==> src/rtl/xgmii_rx_measure.sv <==
// xgmii_rx_measure: receive-side measurement for the 10G traffic tester.
// Parses the 64-bit XGMII receive stream and delimits frames. Each frame is
// checked for length, control errors, optional FCS and the IPv4 destination
// filter. Accepted frames and bytes are accumulated per measurement window.
//
// Ports:
//   sys_clk, sys_rst_n   clock, async active-low reset
//   xgmii_rxd/rxc        64-bit data / 8-bit control, lane 0 first on the wire
//   rx_enable            measurement enable (0 holds the parser idle)
//   rx_ipv4_dstip        destination IP filter, 0 = accept any
//   rx_frame_valid       one-cycle pulse per accepted frame
//   rx_frame_len         length of the last accepted frame (incl. FCS)
//   rx_total_frames      all delimited frames
//   rx_err_frames        runt / oversize / control-error / FCS-error frames
//   rx_pps               accepted frames in the last completed window
//   rx_throughput        accepted bytes in the last completed window
//
// Build option: define RX_CRC_CHECK_EN to build the CRC-32 FCS checker.
module xgmii_rx_measure #(
    parameter int unsigned ONE_SEC_CYCLES = 156_250_000,
    parameter int unsigned MAX_FRAME_LEN  = 1518
) (
    input  logic        sys_clk,
    input  logic        sys_rst_n,
    input  logic [63:0] xgmii_rxd,
    input  logic [7:0]  xgmii_rxc,
    input  logic        rx_enable,
    input  logic [31:0] rx_ipv4_dstip,
    output logic        rx_frame_valid,
    output logic [15:0] rx_frame_len,
    output logic [31:0] rx_total_frames,
    output logic [31:0] rx_err_frames,
    output logic [31:0] rx_pps,
    output logic [31:0] rx_throughput
);

    localparam int unsigned LEN_W     = 16;
    localparam int unsigned LEN_SUM_W = LEN_W + 1;
    localparam int unsigned CNT_W     = 32;
    localparam int unsigned ACC_SUM_W = CNT_W + 1;
    localparam int unsigned WIDX_W    = 3;
    localparam logic [63:0] START_WORD = 64'hD5555555555555FB;

    typedef enum logic [1:0] {IDLE, DATA, EVAL} state_e;

    state_e              state_q, state_d;
    logic [LEN_W-1:0]    len_q, len_d;
    logic                ctl_err_q, ctl_err_d;
    logic [WIDX_W-1:0]   widx_q, widx_d;
    logic [15:0]         etype_q, etype_d;
    logic [31:0]         dstip_q, dstip_d;
    logic [CNT_W-1:0]    cnt_q;
    logic [31:0]         acc_frames_q, acc_bytes_q;
    logic [31:0]         acc_frames_d, acc_bytes_d;

    logic                start_c, term_hit_c, ctl_bad_c;
    logic [3:0]          term_lane_c;
    logic [LEN_SUM_W-1:0] len_sum_c;
    logic                eval_c, err_c, match_c, accept_c, fcs_err_c, wrap_c;
    logic [ACC_SUM_W-1:0] frames_sum_c, bytes_sum_c;

`ifdef RX_CRC_CHECK_EN
    logic [31:0] crc_q, crc_d;

    // Reflected CRC-32 over the first n lanes of a word.
    function automatic logic [31:0] crc_lanes(input logic [31:0] crc,
                                              input logic [63:0] d,
                                              input logic [3:0]  n);
        logic [31:0] c;
        logic        fb;
        c = crc;
        for (int j = 0; j < 8; j++) begin
            if (4'(j) < n) begin
                for (int b = 0; b < 8; b++) begin
                    fb = c[0] ^ d[8*j+b];
                    c  = {1'b0, c[31:1]} ^ (fb ? 32'hEDB88320 : 32'h0);
                end
            end
        end
        return c;
    endfunction

    function automatic logic [31:0] bit_rev(input logic [31:0] x);
        logic [31:0] r;
        r = '0;
        for (int i = 0; i < 32; i++) r[i] = x[31-i];
        return r;
    endfunction

    // Register holds the residue in reflected bit order.
    assign fcs_err_c = (bit_rev(crc_q) != 32'hC704DD7B);
`else
    assign fcs_err_c = 1'b0;
`endif

    assign start_c = (xgmii_rxc == 8'h01) && (xgmii_rxd == START_WORD);

    // Find the first terminate lane; any other control before it is an error.
    always_comb begin : lane_scan
        term_hit_c  = 1'b0;
        term_lane_c = 4'd8;
        ctl_bad_c   = 1'b0;
        for (int j = 0; j < 8; j++) begin
            if (!term_hit_c && xgmii_rxc[j]) begin
                if (xgmii_rxd[8*j +: 8] == 8'hFD) begin
                    term_hit_c  = 1'b1;
                    term_lane_c = 4'(j);
                end else begin
                    ctl_bad_c = 1'b1;
                end
            end
        end
    end

    assign len_sum_c = {1'b0, len_q} + LEN_SUM_W'(term_lane_c);

    // Next-state and frame capture.
    always_comb begin : fsm_next
        state_d   = state_q;
        len_d     = len_q;
        ctl_err_d = ctl_err_q;
        widx_d    = widx_q;
        etype_d   = etype_q;
        dstip_d   = dstip_q;
`ifdef RX_CRC_CHECK_EN
        crc_d     = crc_q;
`endif
        case (state_q)
            IDLE, EVAL: state_d = start_c ? DATA : IDLE;
            DATA: begin
                len_d     = len_sum_c[LEN_W] ? '1 : len_sum_c[LEN_W-1:0];
                ctl_err_d = ctl_err_q | ctl_bad_c;
                if (widx_q == WIDX_W'(1)) etype_d = {xgmii_rxd[39:32], xgmii_rxd[47:40]};
                if (widx_q == WIDX_W'(3)) dstip_d[31:16] = {xgmii_rxd[55:48], xgmii_rxd[63:56]};
                if (widx_q == WIDX_W'(4)) dstip_d[15:0]  = {xgmii_rxd[7:0], xgmii_rxd[15:8]};
                if (widx_q != '1) widx_d = widx_q + WIDX_W'(1);
`ifdef RX_CRC_CHECK_EN
                crc_d = crc_lanes(crc_q, xgmii_rxd, term_lane_c);
`endif
                if (term_hit_c) state_d = EVAL;
            end
            default: state_d = IDLE;
        endcase
        // A start word in DATA is only a control error; it never restarts.
        if ((state_q != DATA) && start_c) begin
            len_d     = '0;
            ctl_err_d = 1'b0;
            widx_d    = '0;
            etype_d   = '0;
            dstip_d   = '0;
`ifdef RX_CRC_CHECK_EN
            crc_d     = 32'hFFFFFFFF;
`endif
        end
        if (!rx_enable) state_d = IDLE;
    end

    always_ff @(posedge sys_clk or negedge sys_rst_n) begin : fsm_reg
        if (!sys_rst_n) begin
            state_q   <= IDLE;
            len_q     <= '0;
            ctl_err_q <= 1'b0;
            widx_q    <= '0;
            etype_q   <= '0;
            dstip_q   <= '0;
`ifdef RX_CRC_CHECK_EN
            crc_q     <= 32'hFFFFFFFF;
`endif
        end else begin
            state_q   <= state_d;
            len_q     <= len_d;
            ctl_err_q <= ctl_err_d;
            widx_q    <= widx_d;
            etype_q   <= etype_d;
            dstip_q   <= dstip_d;
`ifdef RX_CRC_CHECK_EN
            crc_q     <= crc_d;
`endif
        end
    end

    // Frame classification during EVAL.
    assign eval_c   = (state_q == EVAL) && rx_enable;
    assign err_c    = (len_q < LEN_W'(64)) || (len_q > LEN_W'(MAX_FRAME_LEN)) ||
                      ctl_err_q || fcs_err_c;
    assign match_c  = (etype_q == 16'h0800) &&
                      ((rx_ipv4_dstip == 32'h0) || (dstip_q == rx_ipv4_dstip));
    assign accept_c = eval_c && !err_c && match_c;

    // Window accumulators include a frame accepted on the wrap cycle.
    assign wrap_c       = (cnt_q == CNT_W'(ONE_SEC_CYCLES - 1));
    assign frames_sum_c = {1'b0, acc_frames_q} + ACC_SUM_W'(accept_c);
    assign bytes_sum_c  = {1'b0, acc_bytes_q} + (accept_c ? ACC_SUM_W'(len_q) : '0);
    assign acc_frames_d = frames_sum_c[CNT_W] ? '1 : frames_sum_c[CNT_W-1:0];
    assign acc_bytes_d  = bytes_sum_c[CNT_W]  ? '1 : bytes_sum_c[CNT_W-1:0];

    always_ff @(posedge sys_clk or negedge sys_rst_n) begin : stats_reg
        if (!sys_rst_n) begin
            rx_frame_valid  <= 1'b0;
            rx_frame_len    <= '0;
            rx_total_frames <= '0;
            rx_err_frames   <= '0;
            rx_pps          <= '0;
            rx_throughput   <= '0;
            cnt_q           <= '0;
            acc_frames_q    <= '0;
            acc_bytes_q     <= '0;
        end else begin
            rx_frame_valid <= accept_c;
            if (accept_c) rx_frame_len <= len_q;
            if (eval_c) rx_total_frames <= rx_total_frames + 32'd1;
            if (eval_c && err_c) rx_err_frames <= rx_err_frames + 32'd1;
            if (wrap_c) begin
                cnt_q         <= '0;
                rx_pps        <= acc_frames_d;
                rx_throughput <= acc_bytes_d;
                acc_frames_q  <= '0;
                acc_bytes_q   <= '0;
            end else begin
                cnt_q        <= cnt_q + CNT_W'(1);
                acc_frames_q <= acc_frames_d;
                acc_bytes_q  <= acc_bytes_d;
            end
        end
    end

endmodule

==> config.mk <==
export PLATFORM = sky130hd
export DESIGN_NAME = xgmii_rx_measure
export DESIGN_NICKNAME = d
export VERILOG_FILES = /design/src/rtl/xgmii_rx_measure.sv
export SDC_FILE = /design/constraint.sdc
export NUM_CORES = 1
export LEC_CHECK = 0
export ABC_AREA = 1
export CAP_MARGIN = 20
export CORE_MARGIN = 8
export CORE_UTILIZATION = 50
export CTS_CLUSTER_DIAMETER = 60
export DETAILED_ROUTE_END_ITERATION = 8
export DONT_BUFFER_PORTS = 1
export REMOVE_ABC_BUFFERS = 1
export SYNTH_ARGS = -nofsm -noshare
export SYNTH_HDL_FRONTEND = slang
export SYNTH_SLANG_ARGS = --single-unit
==> constraint.sdc <==
create_clock -name sys_clk -period 4.6 [get_ports sys_clk]
set_clock_uncertainty 0.05 [all_clocks]
set_input_delay 0.92 -clock sys_clk [delete_from_list [all_inputs] [get_ports sys_clk]]
set_output_delay 0.92 -clock sys_clk [all_outputs]
set_load 0.02 [all_outputs]
# Yosys cells after proc, flatten, opt, wreduce, memory -nomap -nowiden
# Index checks and enable logic that the tools add are counted.
# W data, S select, Z words.
[word_totals]
register_bits = 311
inputBits = 107
out_inout_bits = 145
word_cells = 157
[op_classes]
addsub = 7
n_lt_le_gt_ge = 2
n_eq_ne = 21
muxes = 73
bitwise_logic = 1
n_reduce_logical = 37
[ops]
columns = ["op", "n"]
rows = [
  ["$mux W32", 7],
  ["$mux W16", 9],
  ["$add A32 B1 Y32 const B", 3],
  ["$eq A64 B64 Y1 const B", 1],
  ["$eq A8 B8 Y1 const B", 8],
  ["$mux W4", 16],
  ["$mux W1", 35],
  ["$add A32 B1 Y33", 1],
  ["$add A32 B16 Y33", 1],
  ["$eq A32 B28 Y1 const B", 1],
  ["$eq A32 B32 Y1", 1],
  ["$logic_not A32 Y1", 1],
  ["$add A16 B4 Y17", 1],
  ["$eq A16 B12 Y1 const B", 1],
  ["$gt A16 B11 Y1 const B", 1],
  ["$lt A16 B7 Y1 const B", 1],
  ["$logic_and A1 B1 Y1", 14],
  ["$reduce_bool A2 Y1", 5],
  ["$mux W3", 3],
  ["$eq A8 B1 Y1 const B", 1],
  ["$logic_not A1 Y1", 8],
  ["$reduce_and A2 Y1", 4],
  ["$ne A3 B3 Y1 const B", 2],
  ["$mux W2", 2],
  ["12 further kinds", 14],
]

# Logic depth before layout (Yosys ltp)
# Gate-level depths: netlist of run 1.
[depth]
word_depth = 28
mapped_depth = 25
ltp_nobuf = 24

# Worst setup path after synthesis of run 1
# OpenSTA, ideal clock, no wires.
[synth_path]
path_type = "input to register"
start = "input port xgmii_rxd[9]"
end = "register len_q[10]"
setup_ns = 0.082
arrival_ns = 3.849
t_required_ns = 4.468
path_slack_ns = 0.618
path_stages = 22
path_buffers = 1
path_cell_list = "inv_1 nand2_1 nor2_1 nand3_1 nand2_1 a21oi_2 o221ai_1 a21oi_2 o211ai_1 nor2_1 or2_2 ha_1 inv_1 fa_1 o21ai_1 nand2_1 nor2_1 nand2_1 nor4_1 buf_2 nor3_1 o22ai_1"
[synth_between]
elab_chain_len = 25
elab_cells_between_ends = 47
classes_between = "add/sub (1); eq/ne (2); mux (29); reduce/logical (15)"
[synth_lines]
columns = ["item", "line_no", "text"]
rows = [
  ["start, declared", "25", "input logic [63:0] xgmii_rxd,"],
  ["$eq A8 B8 Y1", "105", "if (xgmii_rxd[8*j +: 8] == 8'hFD) begin"],
  ["$mux W1", "105", ""],
  ["$mux W1", "104", "if (!term_hit_c && xgmii_rxc[j]) begin"],
  ["$logic_not A1 Y1", "104", ""],
  ["$logic_and A1 B1 Y1", "104", ""],
  ["$mux W1", "104", ""],
  ["$logic_not A1 Y1", "104", ""],
  ["$logic_and A1 B1 Y1", "104", ""],
  ["[9 not listed]", "-", ""],
  ["$mux W1", "104", ""],
  ["$logic_not A1 Y1", "104", ""],
  ["$logic_and A1 B1 Y1", "104", ""],
  ["$mux W4", "104", ""],
  ["$add A16 B4 Y17", "115", "assign len_sum_c = {1'b0, len_q} + LEN_SUM_W'(term_lane_c);"],
  ["$mux W16", "131", "len_d = len_sum_c[LEN_W] ? '1 : len_sum_c[LEN_W-1:0];"],
  ["$mux W16", "128", "case (state_q)"],
  ["$mux W16", "145", "if ((state_q != DATA) && start_c) begin"],
  ["end signal, assigned", "171", "len_q <= len_d;"],
  ["end, declared", "47", "logic [LEN_W-1:0] len_q, len_d;"],
]
# Several ways; a longest one is shown, not always the timed one. The select of a mux whose other input is x is not followed.
# A chain may end at the register's enable or synchronous reset.

# Worst setup path in the final report of run 1
[layout_path]
start = "register len_q[6]"
end = "register acc_bytes_q[17]"
[layout_between]
elab_chain_len = 10
elab_cells_between_ends = 11
classes_between = "add/sub (1); order compare (2); mux (3); reduce/logical (5)"
[layout_lines]
columns = ["item", "line_no", "text"]
rows = [
  ["$lt A16 B7 Y1 / $gt A16 B11 Y1 (equally long branches)", "184", "assign err_c = (len_q < LEN_W'(64)) || (len_q > LEN_W'(MAX_FRAME_LEN)) ||"],
  ["$logic_or A1 B1 Y1 (2 in a row)", "184", ""],
  ["$logic_not A1 Y1", "188", "assign accept_c = eval_c && !err_c && match_c;"],
  ["$logic_and A1 B1 Y1 (2 in a row)", "188", ""],
  ["$mux W16 *", "193", "assign bytes_sum_c = {1'b0, acc_bytes_q} + (accept_c ? ACC_SUM_W'(len_q) : '0);"],
  ["$add A32 B16 Y33 *", "193", ""],
  ["$mux W32 *", "195", "assign acc_bytes_d = bytes_sum_c[CNT_W] ? '1 : bytes_sum_c[CNT_W-1:0];"],
  ["$mux W32 *", "213", "if (wrap_c) begin"],
  ["end signal, assigned", "222", "acc_bytes_q <= acc_bytes_d;"],
  ["end, declared", "53", "logic [31:0] acc_frames_q, acc_bytes_q;"],
]
# Every way passes the cells marked *; elsewhere a longest branch is shown, timed or not.

==> results of run 1 <==
-- cells in the final DEF, fill, tap and decap left out, drive strengths merged, types with 3 or more instances in the layout --
| master | synthesis | routed |
|---|---|---|
| nand4 | 51 | 51 |
| clkbuf | 34 | 59 |
| o211ai | 5 | 5 |
| inv | 278 | 281 |
| nand3b | 9 | 9 |
| nor2 | 223 | 223 |
| nand3 | 167 | 167 |
| ha | 30 | 30 |
| nand2 | 496 | 496 |
| o2111ai | 3 | 3 |
| a21oi | 57 | 57 |
| clkinvlp | 0 | 3 |
| nor3b | 3 | 3 |
| clkinv | 1 | 3 |
| xor2 | 65 | 65 |
| a31oi | 15 | 15 |
| conb | 1 | 5 |
| xnor2 | 61 | 61 |
| nor4 | 54 | 54 |
| or2 | 13 | 13 |
| o221ai | 4 | 4 |
| nor3 | 80 | 80 |
| o22ai | 8 | 8 |
| buf | 19 | 22 |
| o31ai | 3 | 3 |
| o21ai | 128 | 128 |
| bufinv | 0 | 4 |
| dfrtp | 311 | 311 |
-- metrics by stage --
| stage | util [%] | setup slack [ns] | area (sq um) |
|---|---|---|---|
| after floorplan | - | 0.164 | 16800 |
| after global placement | 52.3 | 0.163 | 17600 |
| after detailed placement | 52.3 | 0.108 | 17600 |
| after CTS | 56.5 | 0.501 | 19000 |
| after global routing | 56.5 | 0.0812 | 19000 |
| final | 56.5 | 0.554 | 19000 |
-- per-layer routing --
layer | track usage [%] | vias to the layer above
met5 | 0 | -
met4 | 6.25 | 0
met3 | 7.04 | 87
met2 | 35.0 | 399
met1 | 28.6 | 6678
li1 | - | 6992
-- final timing paths --
check,endpoint,cells past startpoint
setup / recovery,acc_bytes_q[17],23
hold / removal,dstip_q[8],0
setup reg to reg,acc_bytes_q[17],23
hold reg to reg,cnt_q[0],1
max in group asynchronous,acc_bytes_q[21],0
min in group sys_clk,cnt_q[0],1
-- critical path, cell delays in order, from the launching register on --
cell and delay, ns:
dfrtp_1 0.42, nand2_1 0.11, nor2_1 0.19, inv_2 0.07
nor4_1 0.22, o21ai_1 0.11, nand4_1 0.17, nor2_1 0.10
nand2_1 0.12, buf_4 0.25, nor2_1 0.08, ha_1 0.21
fa_1 0.41, a21oi_1 0.20, o21ai_2 0.09, a21oi_1 0.22
o21ai_2 0.11, inv_2 0.10, o21ai_4 0.07, nand3b_4 0.17
buf_4 0.22, nand3_2 0.10, nand2_1 0.06, inv_1 0.06
-- state kept, by name (all words and copies together), names as in the netlist --
register / count
rx_throughput: 32
etype_q: 16
state_q: 2
len_q: 16
cnt_q: 32
acc_bytes_q: 32
acc_frames_q: 32
rx_err_frames: 32
rx_frame_valid: 1
rx_frame_len: 16
dstip_q: 32
rx_pps: 32
ctl_err_q: 1
rx_total_frames: 32
widx_q: 3
-- logic make-up (layout without fill, tap and decap cells) --
family / Yosys count / count (layout) / share of synthesized area (%)
xor+xnor: 126 / 126 / 6.48
compound gates: 232 / 232 / 7.59
other cells: 1 / 5 / 0.0220
simple gates: 1100 / 1100 / 30.1
buf+inv: 332 / 372 / 7.55
mux: 1 / 1 / 0.0588
flops: 311 / 311 / 45.7
fa+ha+maj: 32 / 32 / 2.44
-- layout make-up --
| cell class | count | area share, % |
|---|---|---|
| clock buffer | 59 | 6.46 |
| clock inverter | 12 | 0.944 |
| inverter | 279 | 5.52 |
| multi-input combinational | 1496 | 42.2 |
| sequential | 311 | 41.1 |
| tap | 448 | 2.96 |
| timing repair buffer | 22 | 0.871 |
-- power groups by stage --
| stage | clock [mW] | combinational, mW | sequential (mW) |
|---|---|---|---|
| final | 3.27 | 0.472 | 2.85 |
| after CTS | 3.35 | 0.468 | 2.85 |
| after global routing | 3.45 | 0.544 | 2.85 |
| after floorplan | 0 | 0.381 | 2.88 |
| after global placement | 0 | 0.456 | 2.89 |
| after detailed placement | 0 | 0.465 | 2.89 |
==> metrics.md, run 1 <==
| Metric | Value |
|---|---|
| Initial core utilization | 50.8% |
| EDFF count, synth | 0 |
| GRT Total Usage | 22.0% |
| Syn Inst Count | 2,135 |
| Switching pwr | 1.53 mW |
| Top cells by area, synth | dfrtp_1, nand2_1, inv_1, nor2_1, nand3_1 |
| FF-to-FF setup slack | 0.55 ns |
| Sw frac | 23.3% |
| Crit path launch type | flop |
| P per Cell Area | 347 nW/um^2 |
| TritonCTS Sinks | 311 |
| Die ar. | 40,200 sq um |
| Critical Path Start | len_q[6] |
| H-tree depth | 2 |
| Commonest cells in the netlist | nand2_1, dfrtp_1, inv_1 |
| Tmin final | 4.05 ns |
| Top cell type by total area after synthesis | dfrtp_1 |
| Worst-Skew Late Latency | 0.53 ns |
| DR WL met3 | 3830 um |
| Worst slew margin | 31.5% |
| Fraction of layout cells with a size suffix above 1 | 7.94% |
| Met2 WL post-DR | 20,600 um |
| Highest metal used | met4 |
| ANT cells | 0 |
| Core area | 33,500 sq um |
| # hold bufs at CTS | 0 |
| Cts bufs inserted | 39 |
| Via count | 14,200 |
| Crit path DAT | 4.41 ns |
| Ys async rst share | 100% |
| Largest net degree at the start of global routing | 312 |
| Total grt overflow | 0 |
| Placer Congestion | 0.909 |
| Register area | 7780 sq um |
| Footprint of the multi-input gates | 8000 sq um |
| Die width | 201 um |
| Mapped cell area | 17,000 sq um |
| Placed cells | 2,556 |
| Wire per inst | 17.2 um |
| Post-route setup TNS | 0 ns |
| Internal power | 5.05 mW |
| Worst-path fanout max | 22 |
| WHS | 0.0501 ns |
| FILL cells | 3,132 |
| Sequential share of the synthesized area | 45.7% |
| Period utilization | 88.0% |
| Met1 WL | 19,600 um |
| DRC | 0 |
| Pleak | 9.16 nW |
| Reg2Reg Launch Point | len_q[6] |
| CTS tree | yes |
| Setup CP Type | flop to flop |
| Reg power frac | 43.2% |
| Final Hold Vio Count | 0 |
| Drt first pass iters | 5 |
| Final ANT Viol Nets | 0 |
| CP endpoint kind | flop |
| Clk pin slew, worst setup/hold paths | 0.06 ns |
| RSZ-0062 raised after global routing | no |
| Post-CTS sizing | 0 |
| Buffers on Ports | 0 |
| Final setup vio count | 0 |
| First DRT Iteration DRCs | 674 |
| Combinational share of power | 7.2% |
| Outcome | completed |
| Vias in the first global route | 13,900 |
| Post-CTS Setup Repair Bufs | 0 |
| Avg Synthesized Cell Area | 7.97 sq um |
| Count leader, synth | nand2_1 |
| Initial antenna violation count | 0 |
| Register bit total from synthesis | 311 |
| Non-filler cells, final | 2,627 |
| Wirelength, routed | 45,100 um |
| Post-synth top area share | 45.7% |
| Vias/cell | 5.39 |
| Worst slew pin tran | 1.03 ns |
| HPWL reported at the end of detailed placement | 33,300 um |
| Bufs on Longest Clock Path | 3 |
| Required @ worst endpoint | 4.96 ns |
| # IOs | 252 |
| Yosys Warn Count | 0 |
| Die span in y | 201 um |
| Area Overhead vs Synth | 11.4% |
| Synth Flop Type | dfrtp_1 |
| First-pass GRT wire length | 74,100 um |
| Hold Crit Class | primary input to asynchronous set/reset pin |
| # Max-Cap Violations | 0 |
| Highest clock rate | 247 MHz |
| Power Total | 6.59 mW |
| # rows | 67 |
| Root buffer cell | clkbuf_16 |
| Count of different cell masters after synthesis | 57 |
| Clk pwr share | 49.6% |
| Worst IR Drop VDD | 0.000237 V |
| Nets@finish | 2,288 |
| Max-slew violations | 0 |
(Power assumes the default switching activity.)
==> inputs of run 2 (changes only) <==
- CTS_BUF_LIST: default -> sky130_fd_sc_hd__clkbuf_2
- GPL_TIMING_DRIVEN: default -> 0
==> run 2 against run 1 <==
The flow now finishes with violations (hold timing). Clock power fell by 39%. Largest cell class unchanged. Critical endpoint is now len_q[10]. Critical path depth did not move. Power fell by 19%. Die area did not move. Final area fell by 0.91%. Fmax fell by 5.7%. Sequential power barely moved.
==> metrics.md, run 2 (synthesis gave the netlist of run 1 again) <==
| Metric | Value |
|---|---|
| Placer Congestion | 0.890 |
| Crit path DAT | 5.04 ns |
| Wire per inst | 16.7 um |
| Outcome | complete, but fails checks |
| Worst slew pin tran | 1.02 ns |
| Fraction of layout cells with a size suffix above 1 | 10.3% |
| RSZ-0062 raised after global routing | no |
| First DRT Iteration DRCs | 721 |
| Highest clock rate | 233 MHz |
| Buffers on Ports | 0 |
| Vias/cell | 5.34 |
| Leading cell type in the layout, fill and taps excluded | nand2_1 |
| # Max-Cap Violations | 0 |
| Commonest non-fill, non-tap cells in the layout | nand2_1, dfrtp_1, inv_1, nor2_1, nand3_1 |
| DR WL met3 | 3890 um |
| Met1 WL | 19,800 um |
| Highest metal used | met4 |
| Period utilization | 93.3% |
| WHS | -0.363 ns |
| H-tree depth | 3 |
| Worst-Skew Late Latency | 0.95 ns |
| Core area | 33,500 sq um |
| Die width | 201 um |
| Area Overhead vs Synth | 10.3% |
| Met2 WL post-DR | 20,500 um |
| FILL cells | 3,208 |
| Worst IR Drop VDD | 0.000179 V |
| Crit path cell chain | dlygate4sd3_1 -> inv_1 -> nand2_1 -> nor2_1 -> nand3_1 -> nand2_1 -> a21oi_2 -> o221ai_1 -> a21oi_2 -> o211ai_1 -> nor2_1 -> or2_2 -> ha_1 -> inv_1 -> fa_1 -> o21ai_1 -> nand2_1 -> nor2_1 -> nand2_1 -> nor4_4 -> buf_4 -> nor3_1 -> o22ai_1 |
| Setup CP Type | primary input to flop |
| Root buffer cell | clkbuf_2 |
| # hold bufs at CTS | 37 |
| Bufs on Longest Clock Path | 3 |
| Final Hold Vio Count | 311 |
| First-pass GRT wire length | 75,200 um |
| Total grt overflow | 0 |
| CP peak stage delay | 0.52 ns |
| TritonCTS Sinks | 311 |
| Required @ worst endpoint | 5.34 ns |
| Power Total | 5.33 mW |
| Initial antenna violation count | 1 |
| Worst slew margin | 31.7% |
| Final setup vio count | 0 |
| GRT Total Usage | 22.4% |
| CTS tree | yes |
| Die span in y | 201 um |
| Nets@finish | 2,368 |
| # rows | 67 |
| Final Util | 56.0% |
| DRC | 0 |
| Cts bufs inserted | 86 |
| Clk pin slew, worst setup/hold paths | 0.10 ns |
| Worst-path fanout max | 7 |
| Tmin final | 4.29 ns |
| Via count | 14,600 |
| Final ANT Viol Nets | 0 |
| Die ar. | 40,200 sq um |
| Wirelength, routed | 45,800 um |
| Largest net degree at the start of global routing | 312 |
| CP endpoint kind | flop |
| HPWL reported at the end of detailed placement | 32,300 um |
| CP most frequent cell | nand2_1 |
| # IOs | 252 |
| Crit path launch type | primary input |
| P per Cell Area | 284 nW/um^2 |
| Drt first pass iters | 5 |
| Pleak | 9.24 nW |
| Initial core utilization | 50.8% |
| Slowest cell on the critical path | dlygate4sd3_1 |
| Failing checks | hold timing |
| Post-route setup TNS | 0 ns |
| Hold Crit Class | primary input to asynchronous set/reset pin |
| Max-slew violations | 0 |
| Vias in the first global route | 14,600 |
run 2: what timing repair did:
item                                    4_1_cts  5_1_grt
pin swaps                                     1        4
resized for setup                             5        4
setup buffers                                 0        7
gates cloned                                  1        1
endpoints found under the hold margin       349      311
endpoints found under the setup margin      128       90
run 2: critical path: cells and delay by family:
kind	cells	cell delay, ns
compound gates	6	1.11
fa+ha+maj	2	0.57
buf+inv	4	0.84
simple gates	11	1.60
run 2: final timing paths:
path | from | end | slack (ns) | cells after the start
hold reg to reg | cnt_q[0] | cnt_q[0] | 0.42 | 1
setup reg to reg | dstip_q[4] | acc_frames_q[22] | 0.35 | 22
min in group sys_clk | xgmii_rxd[46] | etype_q[6] | 0.15 | 2
hold / removal | sys_rst_n | dstip_q[4] | -0.36 | 0
setup / recovery | xgmii_rxd[9] | len_q[10] | 0.31 | 23
max in group asynchronous | sys_rst_n | acc_frames_q[29] | 4.18 | 0
run 2: layout make-up:
cell class / instances / area, sq um / share of cell area (%)
Antenna cell: 1 / 2.50 / 0.0133
Clock buffer: 120 / 601 / 3.20
Clock inverter: 26 / 159 / 0.846
Inverter: 279 / 1050 / 5.60
Multi-Input combinational cell: 1498 / 8060 / 42.9
Sequential cell: 311 / 7780 / 41.4
Tap cell: 448 / 561 / 2.98
Timing Repair Buffer: 53 / 567 / 3.02
run 2: through the flow:
stage               instances  setup slack, ns  cell area, sq um
floorplan                2086            0.164             16800
global placement         2534            -2.77             17400
detailed placement       2542            -1.22             17500
CTS                      2726            0.184             18700
global route             2736          0.00405             18800
finish                   2736            0.308             18800
run 2: where the power goes:
part / internal [mW] / total [mW] / switching, mW
logic: 0.202 / 0.501 / 0.299
registers: 2.80 / 2.84 / 0.0435
clock network: 0.810 / 1.99 / 1.18
total: 3.81 / 5.33 / 1.52
run 2: routing by layer:
metal  track usage [%]  up-vias
li1                  -     7226
met1              28.3     6850
met2              34.8      442
met3              7.08       94
met4              10.4        0
met5                 0        -
==> inputs of run 3 (changes only) <==
- ABC_AREA: 1 -> default
==> run 3 against run 2 <==
The flow still finishes with violations (hold timing). Register-to-register slack is essentially flat. Via count shrank 16%. Sequential share of layout area increased by 3.8 points. Utilization rose by 0.37 points. Flip-flop and latch count unchanged. Cell count shrank 21%. Critical path depth shrank 9. Combinational power rose by 8.0%. Routed wire length decreased by 12%. Highest routed layer unchanged.
==> metrics.md, run 3 <==
| Metric | Value |
|---|---|
| Outcome | complete, but fails checks |
| Failing checks | hold timing |
| TritonCTS Sinks | 311 |
| Worst-path fanout max | 8 |
| CTS tree | yes |
| Clk pin slew, worst setup/hold paths | 0.12 ns |
| DRC | 0 |
| First-pass GRT wire length | 65,100 um |
| Wire per inst | 18.5 um |
| Initial antenna violation count | 2 |
| Placer Congestion | 0.834 |
| Switching pwr | 1.58 mW |
| Via count | 12,200 |
| Ys async rst share | 100% |
| FILL cells | 2,742 |
| Area Overhead vs Synth | 11.2% |
| Die ar. | 36,800 sq um |
| Final ANT Viol Nets | 0 |
| RSZ-0062 raised after global routing | no |
| Register area | 7780 sq um |
| Final setup vio count | 0 |
| # IOs | 252 |
| Sw frac | 29.0% |
| # Max-Cap Violations | 0 |
| Pleak | 7.88 nW |
| Setup CP Type | flop to flop |
| Required @ worst endpoint | 5.33 ns |
| Combinational share of power | 9.9% |
| Footprint of the multi-input gates | 7450 sq um |
| Reg power frac | 52.8% |
| Sequential share of the synthesized area | 50.3% |
| Nets@finish | 1,846 |
| Non-filler cells, final | 2,172 |
| Worst slew pin tran | 1.03 ns |
| # rows | 64 |
| Top cell type by total area after synthesis | dfrtp_1 |
| Worst-Skew Late Latency | 0.93 ns |
| Highest clock rate | 235 MHz |
| Crit path DAT | 4.97 ns |
| WHS | -0.369 ns |
| Buffers on Ports | 0 |
| Die width | 192 um |
| Avg Synthesized Cell Area | 9.56 sq um |
| Count leader, synth | dfrtp_1 |
| Clk pwr share | 37.3% |
| Wirelength, routed | 40,100 um |
| CP endpoint kind | flop |
| Placed cells | 1,976 |
| HPWL reported at the end of detailed placement | 28,200 um |
| Crit path launch type | flop |
| Synth Flop Type | dfrtp_1 |
| Cts bufs inserted | 85 |
| Final Util | 56.4% |
| Worst IR Drop VDD | 0.000186 V |
| Register bit total from synthesis | 311 |
| Commonest cells in the netlist | dfrtp_1, nor2_1, nand2_1 |
| GRT Total Usage | 21.6% |
| First DRT Iteration DRCs | 659 |
| Initial core utilization | 50.7% |
| EDFF count, synth | 0 |
| Tmin final | 4.25 ns |
| Leading cell type in the layout, fill and taps excluded | dfrtp_1 |
| Vias in the first global route | 12,600 |
| Internal power | 3.86 mW |
| P per Cell Area | 316 nW/um^2 |
| Max-slew violations | 0 |
| Fraction of layout cells with a size suffix above 1 | 12.6% |
| Count of different cell masters after synthesis | 75 |
| Die span in y | 192 um |
| Root buffer cell | clkbuf_2 |
| Bufs on Longest Clock Path | 3 |
| Syn Inst Count | 1,618 |
| Largest net degree at the start of global routing | 312 |
| H-tree depth | 3 |
| Top cells by area, synth | dfrtp_1, xnor2_1, nor2_1, nand2_1, xor2_1 |
| Yosys Warn Count | 0 |
| Total grt overflow | 0 |
| Drt first pass iters | 6 |
| Core area | 30,500 sq um |
| Commonest non-fill, non-tap cells in the layout | dfrtp_1, nor2_1, nand2_1, clkbuf_2, xnor2_1 |
| Worst slew margin | 30.3% |
| Hold Crit Class | primary input to asynchronous set/reset pin |
| Mapped cell area | 15,500 sq um |
| Final Hold Vio Count | 311 |
| Post-synth top area share | 50.3% |
| Vias/cell | 5.62 |
| Period utilization | 92.3% |
run 3: cell types whose count changed in the layout (fill, tap and decap cells not counted), moves of 25 or more:
cell     before  now
buf_4         8   33
and2_1        0   29
and3_1        0   30
xnor2_1      60  108
nand2_1     487  184
nor3_1       72   39
inv_1       269   25
nand3_1     145   60
run 3: area by class of cell:
| cell class | instances | share of cell area (%) |
|---|---|---|
| Antenna cell | 2 | 0.0291 |
| Clock buffer | 115 | 3.35 |
| Clock inverter | 39 | 1.35 |
| Inverter | 25 | 0.545 |
| Multi-Input combinational cell | 1221 | 43.3 |
| Sequential cell | 311 | 45.2 |
| Tap cell | 396 | 2.88 |
| Timing Repair Buffer | 63 | 3.29 |
run 3: cells by family after synthesis:
family	synth area share, %
AND/OR/NAND/NOR	23.3
flip-flops	50.3
AO/OA/AOI/OAI	10.2
XOR/XNOR	9.29
buffers and inverters	2.44
adder cells (fa/ha/maj)	2.69
multiplexers	1.72
other	0.0242
run 3: critical path, cell delays in order, from the launching register on:
cell and delay, ns:
dfrtp_1 0.41, xnor2_1 0.18, nand4_1 0.13, nor4_1 0.30
a21oi_1 0.23, nor4_4 0.43, buf_4 0.25, and2_1 0.14
ha_1 0.29, a21o_1 0.25, a221oi_2 0.37, o22ai_2 0.20
or2_2 0.38, a31o_2 0.28, a31o_2 0.23
run 3: repair_timing:
action / in CTS / in global routing
gates resized for setup: 8 / 9
cloned: 1 / 0
hold endpoints to repair: 331 / 312
pin swaps: 4 / 4
hold buffers: 20 / 1
setup endpoints to repair: 122 / 103
buffers inserted: 9 / 8
run 3: final timing paths:
path	cells after the start	endpoint	from	slack (ns)
setup / recovery	14	rx_throughput[29]	dstip_q[11]	0.35
hold / removal	0	acc_frames_q[22]	sys_rst_n	-0.37
setup reg to reg	14	rx_throughput[29]	dstip_q[11]	0.35
hold reg to reg	1	cnt_q[0]	cnt_q[0]	0.44
max in group asynchronous	0	widx_q[1]	sys_rst_n	3.93
min in group sys_clk	2	etype_q[7]	xgmii_rxd[47]	0.10
run 3: per-stage QoR:
step                      area [sq um]  hold WS (ns)  setup WS (ns)  TNS, ns  power [mW]
after global placement           15700         0.421          -7.50  -956.48        3.38
after CTS                        17100        -0.445        0.00238        0        5.49
after floorplan                  15200         0.405          -3.79  -361.34        3.28
after global routing             17200        -0.443        0.00313        0        5.74
after detailed placement         15900         0.429          -1.26  -121.23        3.39
final                            17200        -0.369          0.353        0        5.44
run 3: layer usage:
layer	vias up	GRT usage [%]	wire length, um
li1	5900	-	-
met1	5846	26.9	16900
met2	382	34.9	18800
met3	79	6.97	3380
met4	0	7.79	971
met5	-	0	0
run 3: power by group through the flow:
stage | Sequential (mW) | Clock [mW] | Combinational [mW]
2_1_floorplan | 2.91 | 0 | 0.369
5_1_grt | 2.88 | 2.27 | 0.595
3_5_place_dp | 2.93 | 0 | 0.463
3_3_place_gp | 2.93 | 0 | 0.455
4_1_cts | 2.87 | 2.12 | 0.501
6_report | 2.87 | 2.03 | 0.541
